<file path="src/rtl/seg_pkg.sv">
// Shared definitions for the 7-segment scan path: hex font, digit count,
// segment bit order and the leading-zero helper.
package seg_pkg;

  localparam int unsigned NUM_DIGITS = 4;

  // Bit positions inside the 8-bit segment bus; DP sits above g..a.
  typedef enum logic [2:0] {
    SEG_A = 3'd0,
    SEG_B = 3'd1,
    SEG_C = 3'd2,
    SEG_D = 3'd3,
    SEG_E = 3'd4,
    SEG_F = 3'd5,
    SEG_G = 3'd6
  } seg_bit_e;

  localparam int unsigned SEG_DP_BIT = 7;

  // Active-high g..a patterns for hex digits 0..F.
  localparam logic [6:0] HEX_FONT [16] = '{
    7'h3F, 7'h06, 7'h5B, 7'h4F, 7'h66, 7'h6D, 7'h7D, 7'h07,
    7'h7F, 7'h6F, 7'h77, 7'h7C, 7'h39, 7'h5E, 7'h79, 7'h71
  };

  // True when digit k and every digit above it are zero; digit 0 never qualifies.
  function automatic logic lz_blank(input logic [15:0] v, input logic [1:0] k);
    logic res;
    res = 1'b0;
    unique case (k)
      2'd3: res = (v[15:12] == 4'h0);
      2'd2: res = (v[15:8] == 8'h00);
      2'd1: res = (v[15:4] == 12'h000);
      default: res = 1'b0;
    endcase
    return res;
  endfunction

endpackage

</file>
<file path="src/rtl/seg_decoder.sv">
// Combinational hex digit to active-high 7-segment (g..a) decoder.
module seg_decoder
  import seg_pkg::*;
(
  input  logic [3:0] digit,
  output logic [6:0] seg
);

  always_comb begin
    seg = HEX_FONT[digit];
  end

endmodule

</file>
<file path="src/rtl/seg_scan_mux.sv">
// Four-digit multiplexed 7-segment driver with PWM dimming, leading-zero
// blanking and frame-synchronous double-buffered value updates.
module seg_scan_mux
  import seg_pkg::*;
#(
  parameter int unsigned DIV_BITS = 16
) (
  input  logic        clk,
  input  logic        rst_n,
  input  logic [15:0] value,
  input  logic [3:0]  dp,
  input  logic        blank_lz,
  input  logic [3:0]  brightness,
  input  logic        load,
  output logic        load_ack,
  output logic        frame_start,
  output logic [3:0]  io_sel,
  output logic [7:0]  io_seg
);

  logic [DIV_BITS-1:0] div_cnt;
  logic [1:0]          idx;
  logic [15:0]         pend_value;
  logic [3:0]          pend_dp;
  logic                pend_valid;
  logic [15:0]         disp_value;
  logic [3:0]          disp_dp;

  logic       wrap;
  logic       boundary;
  logic       lit;
  logic       blank;
  logic [3:0] cur_digit;
  logic [6:0] font_seg;
  logic [3:0] sel_nxt;
  logic [7:0] seg_nxt;

  assign wrap     = &div_cnt;
  assign boundary = wrap && (idx == 2'd3);

  // A load on the boundary cycle lands in pending while the older pending
  // value moves to the display, so pend_valid must stay set in that case.
  always_ff @(posedge clk or negedge rst_n) begin
    if (!rst_n) begin
      div_cnt     <= '0;
      idx         <= '0;
      pend_value  <= '0;
      pend_dp     <= '0;
      pend_valid  <= 1'b0;
      disp_value  <= '0;
      disp_dp     <= '0;
      load_ack    <= 1'b0;
      frame_start <= 1'b0;
    end else begin
      div_cnt <= div_cnt + 1'b1;
      if (wrap) idx <= idx + 2'd1;
      if (boundary && pend_valid) begin
        disp_value <= pend_value;
        disp_dp    <= pend_dp;
      end
      if (load) begin
        pend_value <= value;
        pend_dp    <= dp;
        pend_valid <= 1'b1;
      end else if (boundary) begin
        pend_valid <= 1'b0;
      end
      load_ack    <= boundary && pend_valid;
      frame_start <= boundary;
    end
  end

  assign cur_digit = disp_value[{idx, 2'b00} +: 4];

  seg_decoder u_dec (
    .digit (cur_digit),
    .seg   (font_seg)
  );

  assign lit   = (div_cnt[DIV_BITS-1 -: 4] < brightness);
  assign blank = blank_lz && lz_blank(disp_value, idx);

  always_comb begin
    sel_nxt = '1;
    seg_nxt = '1;
    if (lit) begin
      sel_nxt = ~(4'b0001 << idx);
      seg_nxt = ~{disp_dp[idx], (blank ? 7'h00 : font_seg)};
    end
  end

  always_ff @(posedge clk or negedge rst_n) begin
    if (!rst_n) begin
      io_sel <= '1;
      io_seg <= '1;
    end else begin
      io_sel <= sel_nxt;
      io_seg <= seg_nxt;
    end
  end

endmodule

</file>
<file path="config.mk">
export PLATFORM = sky130hd
export DESIGN_NAME = seg_scan_mux
export DESIGN_NICKNAME = d
export VERILOG_FILES = /design/src/rtl/seg_pkg.sv /design/src/rtl/seg_decoder.sv /design/src/rtl/seg_scan_mux.sv
export SDC_FILE = /design/constraint.sdc
export NUM_CORES = 1
export LEC_CHECK = 0
export ABC_AREA = 0
export BUFFER_PORTS_ARGS = -buffer_cell sky130_fd_sc_hd__buf_2
export CAP_MARGIN = 20
export CORE_UTILIZATION = 62
export CTS_BUF_LIST = sky130_fd_sc_hd__clkbuf_16
export CTS_CLUSTER_SIZE = 14
export DETAILED_ROUTE_END_ITERATION = 10
export PLACE_DENSITY = 0.93
export SLEW_MARGIN = 10
export SYNTH_ARGS = -nofsm -noshare
export SYNTH_HDL_FRONTEND = slang
export SYNTH_SLANG_ARGS = --single-unit
</file>
<file path="constraint.sdc">
create_clock -name clk -period 6.1 [get_ports clk]
set_input_delay 0.61 -clock clk [delete_from_list [all_inputs] [get_ports clk]]
set_output_delay 0.61 -clock clk [all_outputs]
set_load 0.01 [all_outputs]
</file>
==> impl_metrics.csv <==
group,metric,value,unit
outcome,status,"finished clean",
setup_path,path_max_fanout,20,
die,dieWidth,75.9,µm
timing,holdWs,0.488,ns
setup_path,cp_slowest_stage_delay,0.44,ns
clock_tree,cts_tree,"built",
grt,grt_pass1_vias,2155,
drt,first_pass_iters,4,
die,die-area,5760,µm²
drt,routed_wl,6450,µm
final_layout,nFillCells,285,
clock_tree,cts.sinks,73,
grt,grt_start_max_net_pins,74,
timing,max_clock_freq,405,MHz
timing,tns,0,ns
die,ios,42,
synthesis,synthCells,248,
synthesis,synth_top_cells_by_area,"dfrtp_1, dfstp_2, mux2_4",
synthesis,synthesis.nets,291,
timing,setup-violations-final,0,
timing,slew_headroom,42.8,%
timing,finalCritPeriodShare,40.4,%
grt,grt_use_total,24.6,%
clock_tree,numCtsBuffers,9,
final_layout,final_cell_count_no_fill,369,
setup_path,crit_type,"flip-flop to flip-flop",
clock_tree,clk_latency,0.33,ns
pwr,peakVddDrop,0.232,mV
timing,maxSlewViolCount,0,
die,start_util,65.5,%
final_layout,layout_common_cells,"dfrtp_1, buf_2, mux2_2",
die,die_h,75.9,µm
synthesis,yosys.area.top_type_share,45.1,%
clock_tree,h-tree-depth,3,
setup_path,rrSetupSlack,3.63,ns
clock_tree,cts_setup_buffers,0,
run,maxCapViolCount,0,
pwr,power.density,277,nW/µm²
setup_path,critPathCaptureType,"flip-flop",
final_layout,fin_area,3950,µm²
clock_tree,clk_pin_slew_worst_paths,0.06,ns
synthesis,netlist_area,3390,µm²
die,rows,26,
die,coreArea,5170,µm²
timing,skew,0.00508,ns
timing,rsz0062_at_grt,"false",
synthesis,yosys.area.top_type,"dfrtp_1",
pwr,power,1.09,mW
setup_path,cp.required,6.31,ns
timing,tightest_slew,0.859,ns
setup_path,critPathArrivalTime,2.68,ns
place,port_buffers,41,
synthesis,ys_seq_area_share,54.4,%
timing,finalCriticalPeriod,2.47,ns
setup_path,crit_path_top_delay_cell,"mux2_4",
synthesis,yosysWarnings,0,
setup_path,path_cells,"ha_1, inv_1, nor4_4, and3_1, nand3_4, mux2_4",
drt,avgRoutedWirePerCell,17.5,µm
place,dp_hpwl,4300,µm
drt,vias,2113,
drt,drt_iter0_markers,163,
timing,finalHoldViolCount,0,
setup_path,crit_family,"simple AND/OR/NAND/NOR gates",
clock_tree,cts-root-buf,"clkbuf_16",
drt,ant_nets,0,
clock_tree,cts_resized,0,
place,dp.cells,352,
final_layout,fin_nets,337,
final_layout,final_common_cell,"dfrtp_1",
clock_tree,hold_buffers,0,
grt,grt_pass1_wl,10700,µm
final_layout,n_antenna_cell,0,
place,place_ws,3.65,ns
final_layout,fin_util,76.3,%
drt,drc,0,
hold_path,worstHoldPathType,"input pin to async pin",
clock_tree,cts_buffer_depth,2,
final_layout,area_growth,16.6,%
timing,setup_slack,3.63,ns
drt,drt-vias-per-instance,5.73,
synthesis,avgSynthCellArea,13.7,µm²
setup_path,crit_buf_inv,1,
setup_path,startpoint_type,"flip-flop",
final_layout,drive_gt1_share,40.5,%
synthesis,ys_ff_latch,73,
grt,antenna_found_initial,0,
place,gp_congestion,0.905,
pwr,leakage,1.93,nW
grt,gr-total-overflow,0,
place,dpl-instance-area,3630,µm²
synthesis,synthDistinctLibCells,39,
final timing paths:
kind / startpoint / cells past startpoint / to
max reg2reg: div_cnt[0] / 6 / disp_value[8]
max in group asynchronous: rst_n / 2 / disp_value[11]
max: div_cnt[0] / 6 / disp_value[8]
min reg2reg: div_cnt[9] / 1 / div_cnt[9]
min: rst_n / 2 / div_cnt[8]
min in group clk: div_cnt[9] / 1 / div_cnt[9]
cells by family after synthesis:
kind of cell | share of synthesized area (%)
DFF | 54.4
muxes | 20.3
and+or+nand+nor | 8.76
AOI/OAI and AO/OA | 4.32
buffers and inverters | 2.84
xor gates and xnor gates | 3.88
adders and majority gates | 5.54
synthesized netlist by cell type, drive strengths merged:
library cell,number
a211o,1
a21o,2
a21oi,7
and2,1
and3,5
and4,1
buf,5
clkbuf,3
dfrtp,61
dfstp,12
ha,15
inv,11
mux2,43
mux2i,6
mux4,3
nand2,15
nand2b,2
nand3,11
nand3b,1
nand4,3
nor2,7
nor3,1
nor3b,1
nor4,4
o211ai,2
o21a,2
o21ai,3
o221ai,2
o311ai,2
o31ai,1
xnor2,11
xor2,4
layout make-up:
cell class              count  area [µm²]  share of cell area [%]
well taps                  70        87.6                    2.22
clock inverters             7        86.3                    2.19
multi-input cells         156        1450                    36.7
repair buffers             43         218                    5.51
flip-flops and latches     73        1840                    46.6
clock buffers               9         225                    5.70
inverters                  11        41.3                    1.05
metal layers:
metal  track usage, %  up-vias  wire length [µm]  share of wire, %
met3             4.34       22               251               3.9
met2             40.3       65              3290                51
met4             14.2        0               222               3.4
met5                0        -                 0                 0
li1                 -      963                 -                 -
met1             31.0     1063              2690                42
power breakdown:
part           total (mW)  internal [mW]  switching (mW)
clock network       0.544          0.354           0.191
logic              0.0409         0.0207          0.0202
registers           0.509          0.500         0.00861
total                1.09          0.875           0.219
registers in the layout, indices dropped and copies added (netlist names):
name / count
io_sel: 4
div_cnt: 16
frame_start: 1
io_seg: 8
pend_dp: 4
disp_dp: 4
load_ack: 1
pend_value: 16
pend_valid: 1
disp_value: 16
idx: 2
Note: power is estimated with default switching activity, not from simulation.
